`src/rtl/kronos_hpm_bank.sv`:
```
// kronos_hpm_bank: a bank of hardware performance counters for the Kronos CSR unit.
// Counter 0 counts every cycle. Counters 1..NCOUNTERS-1 count the event chosen by
// their event-select register. The low half uses a 32-bit adder. A carry out of the
// low half reaches the high half one cycle later. High-half reads forward that
// pending carry, so software never sees a torn value. Each counter has an inhibit
// input, a sticky overflow flag and a shared overflow interrupt.
module kronos_hpm_bank #(
    parameter int NCOUNTERS = 4,
    parameter int WIDTH     = 64,
    parameter int NEVENTS   = 8
) (
    input  logic                 clk,
    input  logic                 rst,
    input  logic [NEVENTS-1:0]   events,
    input  logic                 rd_en,
    input  logic [4:0]           rd_sel,
    input  logic                 rd_hi,
    output logic [31:0]          rd_data,
    output logic                 rd_vld,
    input  logic                 wr_en,
    input  logic [4:0]           wr_sel,
    input  logic                 wr_hi,
    input  logic [31:0]          wr_data,
    input  logic                 evsel_we,
    input  logic [NCOUNTERS-1:0] inhibit,
    input  logic [NCOUNTERS-1:0] ovf_clr,
    output logic [NCOUNTERS-1:0] ovf,
    output logic                 ovf_irq
);

    localparam int ESW = $clog2(NEVENTS + 1);
    localparam int HW  = WIDTH - 32;

    logic [31:0]          lo      [NCOUNTERS];
    logic [HW-1:0]        hi      [NCOUNTERS];
    logic [HW-1:0]        hi_fwd  [NCOUNTERS];
    logic [ESW-1:0]       evsel   [NCOUNTERS];
    logic [NCOUNTERS-1:0] carry;
    logic [NCOUNTERS-1:0] inc;
    logic [NCOUNTERS-1:0] lo_wr;
    logic [NCOUNTERS-1:0] hi_wr;
    logic [NCOUNTERS-1:0] ev_wr;
    logic [NCOUNTERS-1:0] ovf_set;
    logic [NEVENTS:0]     ev_ext;
    logic [31:0]          rd_next;

    // Event select value k picks events[k-1]. Bit 0 is tied low, so select 0 never counts.
    assign ev_ext = {events, 1'b0};

    // Per-counter decode: increment enable, write strobes, overflow set and forwarded high half
    always_comb begin
        // NOTE: every output of this block gets a default before any condition, so no latches are inferred.
        inc     = '0;
        lo_wr   = '0;
        hi_wr   = '0;
        ev_wr   = '0;
        ovf_set = '0;
        for (int i = 0; i < NCOUNTERS; i++) begin
            if (i == 0) begin
                inc[i] = ~inhibit[i];
            end else begin
                inc[i] = ~inhibit[i] & ev_ext[evsel[i]] & (int'(evsel[i]) <= NEVENTS);
            end
            lo_wr[i]   = wr_en & ~wr_hi & (wr_sel == 5'(i));
            hi_wr[i]   = wr_en &  wr_hi & (wr_sel == 5'(i));
            ev_wr[i]   = evsel_we & (wr_sel == 5'(i)) & (i != 0);
            // A carry that lands on an all-ones high half wraps it and flags overflow,
            // unless a high write in the same cycle discards that carry.
            ovf_set[i] = carry[i] & ~hi_wr[i] & (&hi[i]);
            // Compute at the high-half width so that the forwarded value wraps like the counter.
            hi_fwd[i]  = hi[i] + HW'(carry[i]);
        end
    end

    // Read mux: an out-of-range index matches no counter and returns zero
    always_comb begin
        rd_next = '0;
        for (int i = 0; i < NCOUNTERS; i++) begin
            if (rd_sel == 5'(i)) begin
                rd_next = rd_hi ? 32'(hi_fwd[i]) : lo[i];
            end
        end
    end

    // Counter halves, staggered carry, event selects and sticky overflow flags
    always_ff @(posedge clk) begin
        if (rst) begin
            // NOTE: these arrays are a few flops per counter, not RAM, so resetting them costs nothing special.
            for (int i = 0; i < NCOUNTERS; i++) begin
                lo[i]    <= '0;
                hi[i]    <= '0;
                evsel[i] <= '0;
            end
            carry   <= '0;
            ovf     <= '0;
            ovf_irq <= 1'b0;
        end else begin
            // NOTE: all state updates here are non-blocking, so every read in this block sees pre-edge values.
            for (int i = 0; i < NCOUNTERS; i++) begin
                if (lo_wr[i]) begin
                    lo[i] <= wr_data;
                end else if (inc[i]) begin
                    lo[i] <= lo[i] + 32'd1;
                end
                // A low write beats the increment, so a wrap is only possible without one.
                carry[i] <= inc[i] & ~lo_wr[i] & (&lo[i]);

                if (hi_wr[i]) begin
                    hi[i] <= wr_data[HW-1:0];
                end else if (carry[i]) begin
                    hi[i] <= hi[i] + HW'(1);
                end

                if (ev_wr[i]) begin
                    evsel[i] <= wr_data[ESW-1:0];
                end

                if (ovf_clr[i]) begin
                    ovf[i] <= 1'b0;
                end else if (ovf_set[i]) begin
                    ovf[i] <= 1'b1;
                end
            end
            ovf_irq <= |ovf;
        end
    end

    // Registered read port: data is sampled in the request cycle
    always_ff @(posedge clk) begin
        if (rst) begin
            rd_data <= '0;
            rd_vld  <= 1'b0;
        end else begin
            rd_vld <= rd_en;
            if (rd_en) begin
                rd_data <= rd_next;
            end
        end
    end

endmodule

```
`config.mk`:
```
export PLATFORM = sky130hd
export DESIGN_NAME = kronos_hpm_bank
export DESIGN_NICKNAME = d
export VERILOG_FILES = /design/src/rtl/kronos_hpm_bank.sv
export SDC_FILE = /design/constraint.sdc
export NUM_CORES = 1
export LEC_CHECK = 0
export ABC_CLOCK_PERIOD_IN_PS = 3800
export CORE_MARGIN = 10
export CORE_UTILIZATION = 53
export DETAILED_ROUTE_END_ITERATION = 6
export PLACE_DENSITY = 0.77
export SYNTH_ARGS = -nofsm -noshare
export SYNTH_HDL_FRONTEND = slang
export SYNTH_SLANG_ARGS = --single-unit
```
`constraint.sdc`:
```
create_clock -name clk -period 3.8 [get_ports clk]
set_clock_uncertainty 0.05 [all_clocks]
set_input_delay 0.76 -clock clk [delete_from_list [all_inputs] [get_ports clk]]
set_output_delay 0.76 -clock clk [all_outputs]
set_load 0.05 [all_outputs]
```
==> reports/summary.txt, run 1 <==
Gr usage total: 36.0%
Primary FF master, synth: edfxtp_1
Worst-case vdd ir drop: 293 µV
Routed WL per cell: 29.0 µm
Maxcap violations: 0
Synthesized netlist net count: 2696
Total global routing overflow: 0
Die Ht: 225 µm
Std-Cell Core Area: 41100 µm²
Synth warnings: 0
Kind of critical path: flip-flop to flip-flop
Min Tclk post-route: 3.05 ns
Number of remaining DRC errors: 0
Tightest slew margin relative to the limit: 12.3%
Clock latency at the later pin of the worst-skew pair: 0.59 ns
Depth of the worst hold-timing path: 2
Highest achievable clock rate: 0.328 GHz
Layout filler cell count: 3607
CTS tree: done
Final nets: 2739
Number of buffers added for setup after CTS: 0
Final count of pins violating max slew: 0
Syn Inst Count: 2614
Non-Filler Cell Area, Final: 25000 µm²
CP Capture Type: flip-flop
Beginning of the worst register-to-register path: hi[1][2]$_SDFFCE_PN0P_
Gates resized, CTS repair: 0
Setup tns final: 0 ns
Layout cells sized above 1: 7.59%
Reported leakage power: 0.00781 µW
Via density per instance: 6.81
Largest fanout on the critical path: 8
Post-route ant nets: 0
First-pass GRT wire length: 136000 µm
Leading cell types in the layout, fill and taps excluded: nand2_1 (371), edfxtp_1 (268), nor2_1 (260)
Share of the cycle needed by the critical path after routing: 80.3%
Vias after detailed routing: 22000
Most common library cell in the layout ignoring fill and taps: nand2_1
Pin count of the biggest net entering global routing: 97
Synthesis-stage register bit count: 310
Die Outline Area: 50500 µm²
Clock input transition at the sequential cells of the worst setup and hold paths: 0.06 ns
Power per standard cell area: 349 nW/µm²
CTS Hold Bufs: 0
Post-detailed-placement half-perimeter wirelength: 68300 µm
Clock Sinks: 310
Worst Path Arrival: 3.49 ns
Async set-reset flop share out of synthesis: 0%
Worst R2R Setup Slack: 0.75 ns
Count of buffers inserted at the top-level ports: 102
Mean area per synthesized cell: 8.49 µm²
Transition time at the pin with the least slew margin: 1.31 ns
Run status: finished clean
Critical path required time: 4.24 ns
Die X: 225 µm
Routability Congestion: 1.07
Root Driver: clkbuf_16
First-pass detailed-route iteration total: 7
Worst reg2reg endpoint: rd_data[19]$_SDFFE_PP0P_
Post-detailed-placement cell area: 23900 µm²
CTS max path bufs: 3
Effective utilization at floorplan: 54.0%
Number of hold violations in the final report: 0
Number of failing setup endpoints in the final timing report: 0
HP Class: flip-flop to flip-flop
Number of rows created at floorplan: 74
Area growth syn-to-layout: 12.7%
Max H-tree Level: 2
Combined area of all synthesized cells: 22200 µm²
Register Area: 8890 µm²
Area occupied by multi-input gates: 12300 µm²
I/O Pins: 103
Hold EP: rd_data[25]$_SDFFE_PP0P_
Iteration-0 DRC count of the detailed router: 3732
Beginning of the worst hold path: rd_data[25]$_SDFFE_PP0P_
Setup repair after global routing missed its margin: false
Total routed wirelength: 93300 µm
Number of flops mapped to enable cells by yosys: 268
Number of distinct library cells after synthesis: 77
Worst R2R Path Depth: 8
Number of antenna violations at the first check in global routing: 5
Num CTS Buffers: 38
Startpoint type of the worst setup path: flip-flop
Via count of the first global-routing pass: 20400
Sequential element share of the synthesized area: 40.1%
cell usage after synthesis, drive strengths merged, types with 63 or more instances:
cell	instances	area, µm²
a22oi	63	473
xnor2	195	1710
nand4	104	663
nor3	79	415
nand3	162	816
nand2	371	1390
xor2	147	1290
edfxtp	268	8050
a21oi	86	430
nor2	266	998
o21ai	228	1140
clkbuf	167	664
flip-flops by register name, summed over array words and instances, names as in the netlist:
signal   count
rd_data     32
evsel       12
ovf_irq      1
hi         128
lo         128
carry        4
rd_vld       1
ovf          4
metrics by stage:
stage	total power, µW	utilization [%]	hold WS, ns	cells	worst slack, ns
2_1_floorplan	4770	-	0.493	2614	0.597
3_3_place_gp	5290	58.1	0.431	3149	0.370
3_5_place_dp	5300	58.1	0.442	3149	0.284
4_1_cts	8680	60.8	0.449	3218	0.821
5_1_grt	8920	60.8	0.490	3218	0.559
6_report	8730	60.8	0.453	3221	0.749
where the power goes:
group / leakage [µW] / switching, µW / internal (µW)
Sequential: 0.00305 / 319 / 3890
Clock: 0.000543 / 1540 / 1890
Combinational: 0.00422 / 719 / 371
Total: 0.00781 / 2580 / 6160
worst max-delay path by stage:
stage	startpoint	endpoint	slack, ns
2_1_floorplan	wr_sel[1]	lo[0][0]$_SDFFCE_PN0P_	0.60
3_3_place_gp	wr_sel[1]	hi[0][27]$_SDFFCE_PN0P_	0.37
3_5_place_dp	wr_sel[1]	hi[0][27]$_SDFFCE_PN0P_	0.28
4_1_cts	hi[3][0]$_DFFE_PP_	rd_data[18]$_SDFFE_PP0P_	0.82
5_1_grt	wr_sel[1]	hi[0][27]$_SDFFCE_PN0P_	0.56
6_report	hi[1][2]$_SDFFCE_PN0P_	rd_data[19]$_SDFFE_PP0P_	0.75
worst max-delay path, stage by stage (launching register included):
cell       delay, ns
edfxtp_1        0.50
nand3_1         0.11
buf_4           0.18
or3_1           0.52
or4_1           0.50
a311oi_1        0.56
a2111oi_0       0.15
buf_4           0.18
a311oi_1        0.21
final cells by class:
type / instances / area share (%)
multi-input combinational: 2066 / 49.3
sequential: 310 / 35.6
timing repair buffer: 208 / 7.48
clock buffer: 52 / 4.10
tap: 532 / 2.66
inverter: 33 / 0.495
clock inverter: 17 / 0.390
antenna: 3 / 0.0300
cell families (layout without fill, tap and decap cells):
group	after synthesis	in the layout	synth area share, %
muxes	25	25	1.60
other	0	3	0
buffers and inverters	238	310	4.51
AOI/OAI and AO/OA	494	494	13.5
adders and majority gates	17	17	0.958
DFF	310	310	40.1
and+or+nand+nor	1188	1188	25.9
xor gates and xnor gates	342	342	13.5
routing by layer:
layer	share of wire [%]	up-vias	track usage (%)
li1	-	9527	-
met1	36	10500	46.4
met2	43	1638	53.2
met3	14	325	9.17
met4	7.1	2	22.7
met5	0.014	-	0
Power figures use the tool's default switching activity.
==> run 2, diff against run 1 <==
ABC_CLOCK_PERIOD_IN_PS = 2600   (was 3800)
PLACE_DENSITY = 0.8   (was 0.77)
clock period = 2.6 ns   (was 3.8 ns; I/O delays follow)
==> reports/summary.txt, run 2 (same netlist as run 1, synthesis figures left out) <==
Final worst slack: -0.0250 ns (was 0.749 ns)
Run status: complete, but fails checks (was finished clean)
Leading cell types in the layout, fill and taps excluded: buf_4 (396), nand2_1 (367), edfxtp_1 (268) (was nand2_1 (371), edfxtp_1 (268), nor2_1 (260))
Routed WL per cell: 27.8 µm (was 29.0 µm)
Largest fanout on the critical path: 4 (was 8)
CP Capture Type: flip-flop (unchanged)
Worst Path Arrival: 3.05 ns (was 3.49 ns)
Pin count of the biggest net entering global routing: 75 (was 97)
P_int: 9460 µW (was 6160 µW)
Net Sw Power: 3900 µW (was 2580 µW)
Power per standard cell area: 478 nW/µm² (was 349 nW/µm²)
Num CTS Buffers: 37 (was 38)
Gr usage total: 38.2% (was 36.0%)
Switching power as a share of total power: 29.2% (was 29.5%)
Layout filler cell count: 3378 (was 3607)
First-pass GRT wire length: 144000 µm (was 136000 µm)
Total global routing overflow: 0 (unchanged)
Tightest slew margin relative to the limit: 41.3% (was 12.3%)
Via count of the first global-routing pass: 22600 (was 20400)
Min Tclk post-route: 2.63 ns (was 3.05 ns)
Most common library cell in the layout ignoring fill and taps: buf_4 (was nand2_1)
Routability Congestion: 1.13 (was 1.07)
Vias after detailed routing: 23200 (was 22000)
Clock Sinks: 310 (unchanged)
Slowest stage cell on the critical path: or4_4 (was a311oi_1)
CTS max path bufs: 3 (unchanged)
CTS Hold Bufs: 0 (unchanged)
Final Power: 13400 µW (was 8730 µW)
Setup repair after global routing missed its margin: true (was false)
Worst-case vdd ir drop: 420 µV (was 293 µV)
Maxcap violations: 0 (unchanged)
Most common cell on crit path: ha_4
Clock input transition at the sequential cells of the worst setup and hold paths: 0.06 ns (about the same)
Total routed wirelength: 98400 µm (was 93300 µm)
Longest individual stage delay on the worst path: 0.56 ns (about the same)
Critical path buffers and inverters: 1 (was 2)
Transition time at the pin with the least slew margin: 0.878 ns (was 1.31 ns)
Comb power frac: 15.2% (was 12.5%)
Kind of critical path: flip-flop to flip-flop (unchanged)
Registers with the most flip-flops: hi (128), lo (128), rd_data (32) (unchanged)
Std-Cell Core Area: 41100 µm² (unchanged)
Highest achievable clock rate: 0.381 GHz (was 0.328 GHz)
Share of power burned in the clock network: 39.7% (was 39.3%)
Iteration-0 DRC count of the detailed router: 3304 (was 3732)
Number of rows created at floorplan: 74 (unchanged)
Count of buffers inserted at the top-level ports: 102 (unchanged)
Number of failing setup endpoints in the final timing report: 1 (was 0)
Startpoint type of the worst setup path: flip-flop (unchanged)
Share of the cycle needed by the critical path after routing: 101% (was 80.3%)
CP top delay family: simple AND/OR/NAND/NOR gates (unchanged)
Die X: 225 µm (unchanged)
Layout cells sized above 1: 18.7% (was 7.59%)
Via density per instance: 6.57 (was 6.81)
First-pass detailed-route iteration total: 6 (was 7)
Number of remaining DRC errors: 0 (unchanged)
Reported leakage power: 0.00956 µW (was 0.00781 µW)
Area growth syn-to-layout: 26.0% (was 12.7%)
Violations in the final reports: negative setup slack
Die Outline Area: 50500 µm² (unchanged)
Post-Place Worst Slack: -0.343 ns (was 0.284 ns)
Number of hold violations in the final report: 0 (unchanged)
Root Driver: clkbuf_16 (unchanged)
Max H-tree Level: 2 (unchanged)
Cell breakdown of the critical path: ha_4 -> ha_4 -> nand3_4 -> buf_6 -> or4_4 -> or3_4 -> a31oi_4 -> a211oi_2 -> a311oi_1 (was nand3_1 -> buf_4 -> or3_1 -> or4_1 -> a311oi_1 -> a2111oi_0 -> buf_4 -> a311oi_1)
Final count of pins violating max slew: 0 (unchanged)
Post-route ant nets: 0 (unchanged)
Effective utilization at floorplan: 54.0% (unchanged)
HP Class: primary input to flip-flop (was flip-flop to flip-flop)
Post-detailed-placement half-perimeter wirelength: 74000 µm (was 68300 µm)
Number of antenna violations at the first check in global routing: 1 (was 5)
Flop pwr share: 45.2% (was 48.2%)
Critical path required time: 3.02 ns (was 4.24 ns)
Die Ht: 225 µm (unchanged)
I/O Pins: 103 (unchanged)
Clock latency at the later pin of the worst-skew pair: 0.59 ns (about the same)
Final nets: 3056 (was 2739)
CTS tree: done (unchanged)
run 2: cell types whose count changed in the layout (fill, tap and decap cells not counted), sizes merged:
cell,change
buf,+318
clkinv,+3
clkbuf,-9
inv,+1
bufinv,+3
clkinvlp,+1
run 2: what timing repair did:
action	4_1_cts	5_1_grt
resized for setup	15	27
endpoints found under the setup margin	9	21
setup buffers	0	4
cloned	0	0
pin swaps	2	9
hold endpoints to repair	0	0
run 2: path summary, 6_finish.rpt:
check	depth (start not counted)	slack, ns	from	endpoint
hold reg to reg	2	0.46	rd_data[2]$_SDFFE_PP0P_	rd_data[2]$_SDFFE_PP0P_
hold / removal	2	0.31	rst	lo[0][2]$_SDFFCE_PN0P_
setup reg to reg	9	-0.03	hi[3][0]$_DFFE_PP_	rd_data[22]$_SDFFE_PP0P_
setup / recovery	9	-0.03	hi[3][0]$_DFFE_PP_	rd_data[22]$_SDFFE_PP0P_
run 2: power by group through the flow:
stage                     combinational [µW]  sequential, µW  clock [µW]
final                                   2030            6040        5300
after global routing                    2100            6060        5460
after CTS                               1940            6010        5290
after detailed placement                1920            6120           0
after global placement                  1900            6100           0
after floorplan                          894            6080           0
run 2: metal layers:
metal | vias up | routed length [µm] | GRT usage (%)
li1 | 10200 | - | -
met1 | 11000 | 34400 | 47.5
met2 | 1685 | 43500 | 58.9
met3 | 337 | 14100 | 10.5
met4 | 2 | 6360 | 22.4
met5 | - | 9 | 0
run 2: stage by stage:
step,TNS [ns],utilization (%),hold WS (ns),cells,instance area (µm²)
finish,-0.0250,68.0,0.309,3538,28000
global route,-0.138,68.0,0.320,3535,28000
CTS,0,67.6,0.294,3532,27800
detailed placement,-33.43,64.6,0.449,3464,26500
global placement,-16.60,64.6,0.443,3464,26500
floorplan,0,-,0.493,2614,22200
run 2: area by class of cell:
cell class                 count  area, µm²  area share [%]
multi-input combinational   2066      12500            44.8
sequential                   310       8890            31.8
timing repair buffer         526       4550            16.3
clock buffer                  43        978            3.50
tap                          532        666            2.38
clock inverter                25        216           0.774
inverter                      33        124           0.443
antenna                        3       7.51          0.0268
